**src/rtl/stream_mux_nto1.sv**
```systemverilog
// stream_mux_nto1: N-to-1 valid/ready stream mux with a registered output
// and a grant that stays locked on one channel for BURST beats.
// Ports: clk, rst (async, active high); in_data/in_valid/in_ready per
// channel; sel (MODE 0 select); out_data/out_valid/out_ready/out_src; busy.
module stream_mux_nto1 #(
   parameter int WIDTH = 16,
   parameter int N     = 4,
   parameter int MODE  = 0,
   parameter int BURST = 1,
   localparam int SEL_W = (N > 1) ? $clog2(N) : 1
) (
   input  logic               clk,
   input  logic               rst,
   input  logic [N*WIDTH-1:0] in_data,
   input  logic [N-1:0]       in_valid,
   output logic [N-1:0]       in_ready,
   input  logic [SEL_W-1:0]   sel,
   output logic [WIDTH-1:0]   out_data,
   output logic               out_valid,
   input  logic               out_ready,
   output logic [SEL_W-1:0]   out_src,
   output logic               busy
);

   localparam int CW = $clog2(BURST) + 1;

   typedef enum logic {ARB, XFER} state_t;

   state_t           state_q, state_d;
   logic [SEL_W-1:0] grant_q, grant_d;
   logic [SEL_W-1:0] rr_q, rr_d;
   logic [CW-1:0]    cnt_q, cnt_d;
   logic [WIDTH-1:0] data_q, data_d;
   logic [SEL_W-1:0] src_q, src_d;
   logic             valid_q, valid_d;

   logic [WIDTH-1:0] ch_data [N];
   logic             pick_ok;
   logic [SEL_W-1:0] pick;
   logic [SEL_W-1:0] rr_j;
   logic             rdy;
   logic             take;

   for (genvar i = 0; i < N; i++) begin : g_ch
      assign ch_data[i] = in_data[i*WIDTH +: WIDTH];
   end

   // Candidate grant for the ARB state. Out-of-range sel never grants.
   always_comb begin
      pick_ok = 1'b0;
      pick    = '0;
      rr_j    = '0;
      if (MODE == 0) begin
         pick = sel;
         if (int'(sel) < N) begin
            pick_ok = in_valid[sel];
         end
      end else begin
         // Search rr+1, rr+2, ... modulo N; first hit wins.
         for (int k = 1; k <= N; k++) begin
            rr_j = SEL_W'((int'(rr_q) + k) % N);
            if (!pick_ok && in_valid[rr_j]) begin
               pick_ok = 1'b1;
               pick    = rr_j;
            end
         end
      end
   end

   always_comb begin
      state_d  = state_q;
      grant_d  = grant_q;
      rr_d     = rr_q;
      cnt_d    = cnt_q;
      data_d   = data_q;
      src_d    = src_q;
      valid_d  = valid_q;
      in_ready = '0;
      take     = 1'b0;
      // Output slot is free if empty or draining this cycle.
      rdy      = !valid_q || out_ready;
      unique case (state_q)
         ARB: begin
            if (pick_ok) begin
               grant_d = pick;
               cnt_d   = '0;
               state_d = XFER;
            end
         end
         XFER: begin
            in_ready[grant_q] = rdy;
            take = in_valid[grant_q] && rdy;
            if (take) begin
               cnt_d = cnt_q + 1'b1;
               if (cnt_q == CW'(BURST - 1)) begin
                  state_d = ARB;
                  rr_d    = grant_q;
               end
            end
         end
         default: ;
      endcase
      if (take) begin
         data_d  = ch_data[grant_q];
         src_d   = grant_q;
         valid_d = 1'b1;
      end else if (valid_q && out_ready) begin
         valid_d = 1'b0;
      end
   end

   always_ff @(posedge clk or posedge rst) begin
      if (rst) begin
         state_q <= ARB;
         grant_q <= '0;
         rr_q    <= SEL_W'(N - 1);
         cnt_q   <= '0;
         data_q  <= '0;
         src_q   <= '0;
         valid_q <= 1'b0;
      end else begin
         state_q <= state_d;
         grant_q <= grant_d;
         rr_q    <= rr_d;
         cnt_q   <= cnt_d;
         data_q  <= data_d;
         src_q   <= src_d;
         valid_q <= valid_d;
      end
   end

   assign out_data  = data_q;
   assign out_valid = valid_q;
   assign out_src   = src_q;
   assign busy      = (state_q == XFER);

endmodule

```
**config.mk**
```make
export PLATFORM = sky130hd
export DESIGN_NAME = stream_mux_nto1
export DESIGN_NICKNAME = d
export VERILOG_FILES = /design/src/rtl/stream_mux_nto1.sv
export SDC_FILE = /design/constraint.sdc
export NUM_CORES = 1
export LEC_CHECK = 0
export ABC_CLOCK_PERIOD_IN_PS = 1800
export BUFFER_PORTS_ARGS = -buffer_cell sky130_fd_sc_hd__buf_4
export CAP_MARGIN = 15
export CORE_ASPECT_RATIO = 1.5
export CORE_MARGIN = 8
export CORE_UTILIZATION = 37
export DETAILED_ROUTE_END_ITERATION = 6
export PLACE_DENSITY = 0.75
export SYNTH_ARGS = -nofsm -noshare
export SYNTH_HDL_FRONTEND = slang
export SYNTH_SLANG_ARGS = --single-unit
```
**constraint.sdc**
```tcl
create_clock -name clk -period 1.8 [get_ports clk]
set_clock_uncertainty 0.05 [all_clocks]
set_input_delay 0.09 -clock clk [delete_from_list [all_inputs] [get_ports clk]]
set_output_delay 0.09 -clock clk [all_outputs]
set_load 0.05 [all_outputs]
```
Word-level counts from Yosys, hierarchy flattened
Index checks and enable logic that the tools add are counted.

Bits of input ports: 73. Flip-flop bits (word level): 23. Output and inout port bits: 24.

Bitwise logic cells: 3. Mux-type cells: 20. Add/subtract/negate cells: 1. Equality and inequality tests: 2. Order comparisons: 4. Reductions and logical operators: 8.

Operators by type and width (number): $bmux 16 s2 (1); $mux 16 (2); $mux 1 (11); $lt 2x3->1 const B (2); $and 4x4->4 (1); $bmux 1 s2 (2); $mux 4 (1); $pmux 1 s2 (2); $reduce_and 2->1 (2); $ge 3x3->1 const B (1); $logic_and 1x1->1 (3); $not 2->3 (1); $demux 1 s2 (1); $ge 2x1->1 const B (1); $ne 2x1->1 const B (1); $ne 2x2->1 const B (1); $reduce_bool 2->1 (1); $add 1x1->1 const B (1); $logic_not 1->1 (1); $logic_or 1x1->1 (1); $not 1->1 (1).

Depth between registers and ports, before layout
Depth after elaboration: 6. Mapped depth: 5.

Worst setup path after synthesis
Ideal clock, no wire load.

Path type: reg2out. Start: register state_q, in the netlist busy. End: output in_ready[0]. Arrival time: 2.094 ns. Cell stages (with the launch flop): 4. Setup slack: -0.434 ns. Path through: dfrtp_1 clkbuf_1 nand2_1 nor3_1.

Cells in the longest elaborated chain, start to end: 1.

Ends and longest elaborated chain: start, declared (RTL line 29) `state_t state_q, state_d;`; start signal, assigned (RTL line 122) `state_q <= state_d;`; $mux 4 (RTL line 82) `unique case (state_q)`; end, declared (RTL line 16) `output logic [N-1:0] in_ready,`.

Every way passes these cells.

Worst setup path in the final report
Start: register grant_q[0]. End: register data_q[11], in the netlist out_data[11].

Cells in the longest elaborated chain, start to end: 4. Elaborated cells between the ends (all ways): 8. Those cells by class: mux (6); bitwise (1); reduce/logical (1).

Ends and longest elaborated chain: start, declared (RTL line 30) `logic [SEL_W-1:0] grant_q, grant_d;`; start signal, assigned (RTL line 123) `grant_q <= grant_d;`; $bmux 1 s2 / $not 2->3 (equally long branches) (RTL line 92, 104); $mux 1 (not written as such) / $bmux 16 s2 (equally long branches) (RTL line 92, 104); $logic_and 1x1->1 / $mux 16 (equally long branches) (RTL line 92, 104); $mux 1 / $mux 16 (equally long branches) (RTL line 82, 104); end signal, assigned (RTL line 126) `data_q <= data_d;`; end, declared (RTL line 33) `logic [WIDTH-1:0] data_q, data_d;`.

Several ways; a longest one is shown, not always the timed one. The select of a mux whose other input is x is not followed. A chain may end at the register's enable or synchronous reset.

==> flow_summary.ini <==
[run_status]
outcome = finished clean

[grt]
grt_pass1_wl_mm = 7.06
grt_pass1_vias = 1488
antenna_found_initial = 0
grt.total_usage_pct = 14.5
gr-total-overflow = 0
grt_max_degree = 24

[die]
core.rowCount = 27
ios = 97
initial_core_util_pct = 38.8
dieArea_um2 = 6140
core_area_um2 = 3680
die_h_um = 92.1
die_w_um = 66.7

[power_and_ir_drop]
ir_drop_mv = 1.17
p_sw_mw = 2.04
power_mw = 4.41
clkPwrFrac_pct = 7.3
intPower_mw = 2.36
swShare_pct = 46.4
cellPowerDensity_nw_per_um2 = 1930
leakagePower_nw = 1.11
pwr-share-seq_pct = 22.2
pwr-share-comb_pct = 70.5

[cts]
post_cts_resized = 0
cts_root_buf = clkbuf_8
cts_buffers = 3
clock_latency_ns = 0.26
cts_sinks = 23
clockBufferDepth = 2
cts.clk_slew.worst_paths_ns = 0.08
cts_tree = built
ctsHtreeMaxLevel = 1

[critical_path]
path_class = flip-flop to flip-flop
rr_worst_depth = 4
cp.required_ns = 1.90
timing.rr.end = out_data[11]
r2r_start = grant_q[0]
cp-end-kind = flip-flop
start_kind = flip-flop
r2r_slack_ns = 0.07
cp_max_fo = 10
critPathArrivalTime_ns = 1.83

[sta]
holdWs_ns = 0.0202
worst_slack_ns = 0.0700
tightest_slew_ns = 0.328
hold_violations = 0
rsz0062_at_grt = false
slew_violations = 0
setup_viol = 0
final.min_clock_period_ns = 1.73
fmax_mhz = 578
fin_crit_sh_pct = 96.1
slew_headroom_pct = 78.1

[placement]
port_buffers = 96
dp_hpwl_mm = 3.64
pre_cts_ws_ns = -0.00209
dpl_cell_area_um2 = 2190
dp.cells = 226
gp_congestion = 0.780

[yosys]
avgSynthCellArea_um2 = 15.9
ys.flop_type = dfrtp_1
syn-cell-area_um2 = 1430
synth_compound_area_share_pct = 2.19
synth.most_common_cell = dfrtp_1
synth_common_cells = dfrtp_1 (23), mux4_2 (18), mux2_2 (13)
synth_cell_types = 20
synthArstFlopShare_pct = 100
synth.top_cell.area_share_pct = 40.3
ys_seq_area_share_pct = 40.3
synth_simple_gate_area_share_pct = 4.65
synth_edf_count = 0
synth-seq-cells = 23
syn-instance-count = 90
synth_area_leaders = dfrtp_1 (40%), mux4_2 (28%), mux2_2 (10%), mux2_4 (9.5%), buf_12 (1.4%)
synth_xor_area_share_pct = 0
synth_fa_ha_area_share_pct = 0
synth_top_family_by_area = multiplexers
synthMuxAreaShare_pct = 48.1
ys_warn_count = 0
synth_top_area_cell = dfrtp_1
synth_nets = 163

[drt]
drc_errors = 0
via_count = 1231
wl_per_cell_um = 18.9
ant_nets = 0
drtIter0Drc = 13
drt-total-wl_mm = 4.40
drtPass1Iterations = 4
vias_per_cell = 5.28

[layout]
num-fill-cells = 289
num_antenna_cells = 0
drive_above_1_share_pct = 78.4
area_delta_synth_final_pct = 60.0
nets = 264
stdcell_count = 233
design_area_um2 = 2280

[hold_path]
worstHoldPathCells = 2
hold_class = primary input to flip-flop
min_to = grant_q[1]
min_from = sel[1]

[run]
max-cap-violations = 0
[routing by layer]
layer  vias to the layer above  global-route usage, %  routed length (um)
met5                         -                      0                   0
met4                         0                   5.01                  70
met3                         6                   6.94                 576
met2                        82                   23.9                2110
met1                       594                   15.5                1640
li1                        549                      -                   -
[power groups by stage]
stage | clock network [mW] | logic, mW | registers (mW)
5_1_grt | 0.344 | 3.27 | 1.01
4_1_cts | 0.327 | 3.14 | 0.975
2_1_floorplan | 0 | 1.52 | 1.73
3_3_place_gp | 0 | 2.97 | 0.966
6_report | 0.323 | 3.11 | 0.977
3_5_place_dp | 0 | 3.03 | 0.977
[cells in the final DEF, fill, tap and decap left out, drive strengths merged]
master	netlist	layout
buf	5	102
dfrtp	23	23
mux2	22	22
mux4	18	18
inv	4	4
nand2	4	4
clkbuf	2	4
nand3	3	3
nor2	2	2
nor3	2	2
nand2b	1	1
a21oi	1	1
a31o	1	1
a22o	1	1
o22a	1	1
dlygate4sd3	0	1
[how the worst max path moves through the flow]
stage	depth (start not counted)	startpoint	endpoint
6_report	4	grant_q[0]	out_data[11]
2_1_floorplan	3	busy	in_ready[2]
5_1_grt	4	grant_q[0]	out_data[13]
3_5_place_dp	3	grant_q[0]	out_data[11]
3_3_place_gp	3	grant_q[0]	out_data[12]
4_1_cts	4	grant_q[0]	out_data[11]
[cell type report]
type	instances	area (um2)	area share [%]
clock buffer	4	45.0	1.97
tap	43	53.8	2.35
sequential	23	576	25.2
inverter	4	15.0	0.657
multi-input combinational	56	795	34.8
timing repair buffer	103	801	35.0
[worst max-delay path: stages, from the launching register on]
cell and delay (ns):
dfrtp_1 0.39, mux4_2 0.56, nand3_4 0.14, buf_12 0.14, mux2_2 0.33
[metrics by stage]
| stage | utilization [%] | TNS (ns) |
|---|---|---|
| detailed placement | 59.5 | -0.00209 |
| CTS | 62.0 | 0 |
| global placement | 59.5 | 0 |
| global route | 62.0 | 0 |
| finish | 62.0 | 0 |
| floorplan | - | -0.235 |
[state kept, by name, summed over array words and instances (netlist names)]
signal and count:
grant_q 2, cnt_q 1, out_valid 1, out_src 2
out_data 16, busy 1
[timing repair]
action	in CTS	in global routing
hold buffers	1	0
setup buffers	2	0
hold endpoints to repair	23	0
endpoints found under the setup margin	8	0
[kinds of logic (layout without fill, tap and decap cells)]
| family | after synthesis | count (layout) |
|---|---|---|
| buf+inv | 11 | 111 |
| mux | 40 | 40 |
| flops | 23 | 23 |
| compound gates | 4 | 4 |
| simple gates | 12 | 12 |
No activity file was read; power rests on OpenSTA's default activity.
